### src/rtl/tych_ing_arb.sv
// tych_ing_arb
//   Frame-granular round-robin arbiter. Several ingress requesters share one
//   output beat stream; a requester keeps the stream from its SOP beat until
//   its EOP beat is accepted, and every output beat carries its source port.
//   Beats that arrive without a preceding SOP (orphans) are flushed while
//   idle and counted, so downstream only ever sees well-formed frames.
//
// Ports
//   clk, rst             : clock, asynchronous active-high reset
//   in_valid/sop/eop     : per-requester beat qualifiers (N_PORTS bits)
//   in_data              : requester i at [i*DATA_W +: DATA_W]
//   in_ready             : per-requester accept (combinational)
//   out_valid/sop/eop    : registered output beat qualifiers
//   out_data, out_port   : registered payload and source port tag
//   out_ready            : downstream accept
//   busy                 : a frame grant is held
//   drop_cnt             : saturating count of flushed orphan beats
module tych_ing_arb #(
    parameter int N_PORTS = 4,
    parameter int DATA_W  = 64,
    parameter int PORT_W  = $clog2(N_PORTS)
) (
    input  logic                        clk,
    input  logic                        rst,
    input  logic [N_PORTS-1:0]          in_valid,
    input  logic [N_PORTS-1:0]          in_sop,
    input  logic [N_PORTS-1:0]          in_eop,
    input  logic [N_PORTS*DATA_W-1:0]   in_data,
    output logic [N_PORTS-1:0]          in_ready,
    output logic                        out_valid,
    output logic                        out_sop,
    output logic                        out_eop,
    output logic [DATA_W-1:0]           out_data,
    output logic [PORT_W-1:0]           out_port,
    input  logic                        out_ready,
    output logic                        busy,
    output logic [15:0]                 drop_cnt
);

    localparam int CNT_W = $clog2(N_PORTS + 1);

    typedef enum logic {
        ST_IDLE   = 1'b0,
        ST_LOCKED = 1'b1
    } state_t;

    state_t              state_q, state_d;
    logic [PORT_W-1:0]   grant_q, grant_d;
    logic [PORT_W-1:0]   last_q, last_d;
    logic                out_valid_q, out_valid_d;
    logic                out_sop_q, out_sop_d;
    logic                out_eop_q, out_eop_d;
    logic [DATA_W-1:0]   out_data_q, out_data_d;
    logic [PORT_W-1:0]   out_port_q, out_port_d;
    logic [15:0]         drop_cnt_q, drop_cnt_d;

    logic [N_PORTS-1:0]  in_ready_c;
    logic [N_PORTS-1:0]  cand;
    logic [N_PORTS-1:0]  orphan;
    logic                lock_ready;
    logic                win_found;
    logic [PORT_W-1:0]   win_idx;
    logic [CNT_W-1:0]    n_orphan;
    logic [16:0]         drop_sum;
    logic [DATA_W-1:0]   port_data [N_PORTS];

    for (genvar gi = 0; gi < N_PORTS; gi++) begin : g_unpack
        assign port_data[gi] = in_data[gi*DATA_W +: DATA_W];
    end

    assign cand       = in_valid & in_sop;
    assign orphan     = in_valid & ~in_sop;
    // The output register can take a beat if it is empty or draining now.
    assign lock_ready = ~out_valid_q | out_ready;

    // Rotating priority search: start just after the last winner and wrap.
    always_comb begin
        int idx;
        idx       = 0;
        win_found = 1'b0;
        win_idx   = '0;
        for (int k = 1; k <= N_PORTS; k++) begin
            idx = (int'(last_q) + k) % N_PORTS;
            if (!win_found && cand[PORT_W'(idx)]) begin
                win_found = 1'b1;
                win_idx   = PORT_W'(idx);
            end
        end
    end

    always_comb begin
        n_orphan = '0;
        for (int i = 0; i < N_PORTS; i++) begin
            n_orphan = n_orphan + CNT_W'(orphan[i]);
        end
    end

    assign drop_sum = {1'b0, drop_cnt_q} + 17'(n_orphan);

    always_comb begin
        state_d     = state_q;
        grant_d     = grant_q;
        last_d      = last_q;
        out_valid_d = out_valid_q;
        out_sop_d   = out_sop_q;
        out_eop_d   = out_eop_q;
        out_data_d  = out_data_q;
        out_port_d  = out_port_q;
        drop_cnt_d  = drop_cnt_q;
        in_ready_c  = '0;

        case (state_q)
            ST_IDLE: begin
                // Orphans are accepted and discarded; SOP candidates wait
                // for the grant and are not accepted in the arbitration cycle.
                in_ready_c = orphan;
                drop_cnt_d = drop_sum[16] ? 16'hFFFF : drop_sum[15:0];
                if (out_ready) begin
                    out_valid_d = 1'b0;
                end
                if (win_found) begin
                    grant_d = win_idx;
                    last_d  = win_idx;
                    state_d = ST_LOCKED;
                end
            end
            ST_LOCKED: begin
                in_ready_c[grant_q] = lock_ready;
                if (in_valid[grant_q] && lock_ready) begin
                    out_valid_d = 1'b1;
                    out_sop_d   = in_sop[grant_q];
                    out_eop_d   = in_eop[grant_q];
                    out_data_d  = port_data[grant_q];
                    out_port_d  = grant_q;
                    if (in_eop[grant_q]) begin
                        state_d = ST_IDLE;
                    end
                end else if (out_ready) begin
                    out_valid_d = 1'b0;
                end
            end
            default: begin
                state_d = ST_IDLE;
            end
        endcase
    end

    // Hold every accept low while reset is asserted.
    assign in_ready = rst ? '0 : in_ready_c;

    always_ff @(posedge clk or posedge rst) begin
        if (rst) begin
            state_q     <= ST_IDLE;
            grant_q     <= '0;
            last_q      <= PORT_W'(N_PORTS - 1);
            out_valid_q <= 1'b0;
            out_sop_q   <= 1'b0;
            out_eop_q   <= 1'b0;
            out_data_q  <= '0;
            out_port_q  <= '0;
            drop_cnt_q  <= '0;
        end else begin
            state_q     <= state_d;
            grant_q     <= grant_d;
            last_q      <= last_d;
            out_valid_q <= out_valid_d;
            out_sop_q   <= out_sop_d;
            out_eop_q   <= out_eop_d;
            out_data_q  <= out_data_d;
            out_port_q  <= out_port_d;
            drop_cnt_q  <= drop_cnt_d;
        end
    end

    assign out_valid = out_valid_q;
    assign out_sop   = out_sop_q;
    assign out_eop   = out_eop_q;
    assign out_data  = out_data_q;
    assign out_port  = out_port_q;
    assign busy      = (state_q == ST_LOCKED);
    assign drop_cnt  = drop_cnt_q;

endmodule

### config.mk
export PLATFORM = sky130hd
export DESIGN_NAME = tych_ing_arb
export DESIGN_NICKNAME = d
export VERILOG_FILES = /design/src/rtl/tych_ing_arb.sv
export SDC_FILE = /design/constraint.sdc
export NUM_CORES = 1
export LEC_CHECK = 0
export ABC_AREA = 1
export CAP_MARGIN = 40
export CORE_AREA = 2 2 141 143
export DETAILED_ROUTE_END_ITERATION = 10
export DIE_AREA = 0 0 143 145
export GPL_TIMING_DRIVEN = 1
export PLACE_DENSITY = 0.69
export SLEW_MARGIN = 20
export SYNTH_ARGS = -nofsm -noshare
export SYNTH_HDL_FRONTEND = slang
export SYNTH_SLANG_ARGS = --single-unit
### constraint.sdc
create_clock -name clk -period 2.62 [get_ports clk]
set_input_delay 0.393 -clock clk [delete_from_list [all_inputs] [get_ports clk]]
set_output_delay 0.393 -clock clk [all_outputs]
set_load 0.01 [all_outputs]
==> flow_metrics.tcl <==
set metrics [dict create \
    nets 1449 \
    route.detailed.drc 0 \
    grt_pass1_wl_um 33310 \
    clkTransAtPathRegs_ns 0.07 \
    reg2reg_from "drop_cnt[0]" \
    grtUsageTotal_pct 20.31 \
    hold_path.class "reg2reg" \
    synth_edf_count 0 \
    ff_latch_area_mm2 0.002255 \
    dpl.cell_count 1424 \
    grt_pass1_vias 6454 \
    pwr-share-comb_pct 59.4 \
    drt-initial-drc-count 197 \
    ff2ff_setup_slack_ns 0.18 \
    synthTopCellsByCount "nand2_1, nand3_1, dfrtp_1" \
    synth_ff_type "dfrtp_1" \
    wl_per_cell_um 15.09 \
    die-area_mm2 0.02074 \
    outcome "finished clean" \
    cellLeakagePower_nw 4.516 \
    antenna_left 0 \
    required_ns 2.84 \
    p_per_area_mw_per_mm2 902.8 \
    core-area_mm2 0.01921 \
    die_width_um 143 \
    crit_start "in_valid[0]" \
    internal-power_w 0.005114 \
    first_pass_iters 5 \
    portBuffers 360 \
    yosysWarnings 0 \
    ir_drop_mv 0.4441 \
    endpoint_kind "register" \
    clock_path_buffers 2 \
    drv_slew 0 \
    pwr-share-seq_pct 27.0 \
    yosysSeqAreaShare_pct 40.63 \
    synth.largest_area_cell "dfrtp_1" \
    sw_frac_of_total_pct 42.71 \
    initial_core_util_pct 28.89 \
    setup_violations 0 \
    tightest_slew_ns 0.7525 \
    synth_area_leaders "dfrtp_1, nand2_1, a22oi_1" \
    cts_sinks 90 \
    synth_cell_types 28 \
    layout_setup_ws_ns 0.1103 \
    globalRouteOverflowTotal 0 \
    arrival_ns 2.73 \
    fin_crit_sh_pct 95.79 \
    final_area_mm2 0.009888 \
    avgViaCountPerCell 4.672 \
    critPathKind "in2reg" \
    fin_cells 1444 \
    postPlaceCellArea_mm2 0.009554 \
    final.min_clock_period_ns 2.510 \
    switchingPower_w 0.003812 \
    gp_congestion 0.8777 \
    grt_antenna_before_repair 1 \
    ys_ff_latch 90 \
    rows 51 \
    fmax_mhz 398.4 \
    drive_above_1_share_pct 6.022 \
    area_growth_pct 78.20 \
    root_buffer "clkbuf_16" \
    clk_latency_ns 0.33 \
    htreeDepth 3 \
    nFillCells 1890 \
    yosysMostFrequentCell "nand2_1" \
    pin_count 361 \
    finalHoldViolCount 0 \
    slew_headroom_pct 49.83 \
    multi_input_area_mm2 0.003018 \
    place_ws_ns -0.6095 \
    cts_buffers 9 \
    die_h_um 145 \
    synth_top_cell_area_share_pct 39.68 \
    r2r_cells 11 \
    cts_tree "yes" \
    final_util_pct 51.48 \
    crit_path_end "drop_cnt[12]" \
    skew_ns 0.007789 \
    vias 6747 \
    start_kind "input port" \
    finalWirelength_um 21790 \
    syn_area_mm2 0.005549 \
    syn_area_per_cell_um2 6.800 \
    r2r_end "drop_cnt[12]" \
    syn_nets 1091 \
    cp_max_fo 3 \
    maxCapViolCount 0 \
    clockPowerShare_pct 13.6 \
    diodes 0 \
    grt_max_degree 66 \
    hpwlAfterDp_um 16870 \
    netlist_instances 816 \
    async_reset_ff_share_pct 100.0 \
]
[state kept, by name, indices dropped and copies added (netlist names)]
register and cells:
grant_q 2, out_eop 1, out_data 64, last_q 2, out_port 2, busy 1
drop_cnt 16, out_valid 1, out_sop 1
[per-layer routing]
metal | GRT usage (%) | up-vias | part of all wire [%]
met5 | 0 | - | 0
met4 | 5.050 | 0 | 1.3
met3 | 5.875 | 21 | 9.4
met2 | 36.70 | 267 | 50
met1 | 23.25 | 3092 | 39
li1 | - | 3367 | -
[kinds of logic (layout without fill, tap and decap cells)]
kind of cell,after synthesis,in the layout,share of synthesized area (%)
simple gates,539,540,39.03
compound gates,91,91,11.45
flops,90,90,40.63
buf+inv,85,447,6.471
xor+xnor,7,7,1.105
fa+ha+maj,4,4,1.308
[critical path: stages]
cell and delay [ns]:
dlygate4sd2_1 0.24, inv_1 0.06, nor2_2 0.05, fa_1 0.54, inv_2 0.04, fa_2 0.35, inv_2 0.07, fa_2 0.22
nand3_4 0.09, nor4_4 0.19, nand2_2 0.11, buf_4 0.14, o21ai_0 0.17, inv_1 0.05
[through the flow]
step	total power (W)	setup TNS (ns)	hold WS (ns)
after CTS	0.009078	-0.04744	0.4739
after global routing	0.009692	-0.01256	0.4926
after detailed placement	0.007778	-8.934	0.4581
after global placement	0.007695	-7.108	0.4522
final	0.008927	0	0.4689
after floorplan	0.005215	0	0.4833
[power by group through the flow]
| stage | clock network, W | registers, W | logic [W] |
|---|---|---|---|
| after floorplan | 0 | 0.00261 | 0.00260 |
| after global placement | 0 | 0.00241 | 0.00529 |
| after detailed placement | 0 | 0.00243 | 0.00535 |
| after CTS | 0.00127 | 0.00242 | 0.00539 |
| after global routing | 0.00133 | 0.00250 | 0.00587 |
| final | 0.00122 | 0.00241 | 0.00530 |
[worst min path at each step]
stage | startpoint | to | slack, ns | depth (start not counted)
6_report | out_data[54] | out_data[54] | 0.47 | 2
5_1_grt | out_data[7] | out_data[7] | 0.49 | 2
4_1_cts | out_data[40] | out_data[40] | 0.47 | 2
3_5_place_dp | out_data[10] | out_data[10] | 0.46 | 2
3_3_place_gp | out_data[13] | out_data[13] | 0.45 | 2
2_1_floorplan | last_q[1] | last_q[1] | 0.48 | 2
[area by class of cell]
type,count,area share (%)
clock buffers,12,2.594
clock inverters,4,0.2657
flip-flops and latches,90,22.80
inverters,39,1.518
well taps,265,3.353
multi-input cells,642,30.52
repair buffers,392,38.95
[cells in the final DEF (no fill, tap or decap), types with 3 or more instances in the layout]
master           synthesis  final
nand2_1                419    418
clkdlybuf4s50_1          0    356
nand3_1                 91     89
dfrtp_1                 88     88
a22oi_1                 68     68
inv_1                   37     33
buf_4                    6     31
nor2_1                  19     13
clkbuf_16                0      9
o21ai_0                  9      8
xor2_1                   6      6
a21oi_1                  6      6
inv_2                    2      5
o21ai_1                  4      5
nor2_4                   0      4
nand4_1                  4      4
dlygate4sd2_1            0      4
or2_4                    0      3
nor2_2                   1      3
[repair_timing]
item	CTS	global route
buffers inserted	3	0
endpoints found under the setup margin	15	15
pin swaps	5	2
gates resized for setup	11	4
hold buffers	0	0
gates cloned	0	1
Note: power is estimated with default switching activity, not from simulation.
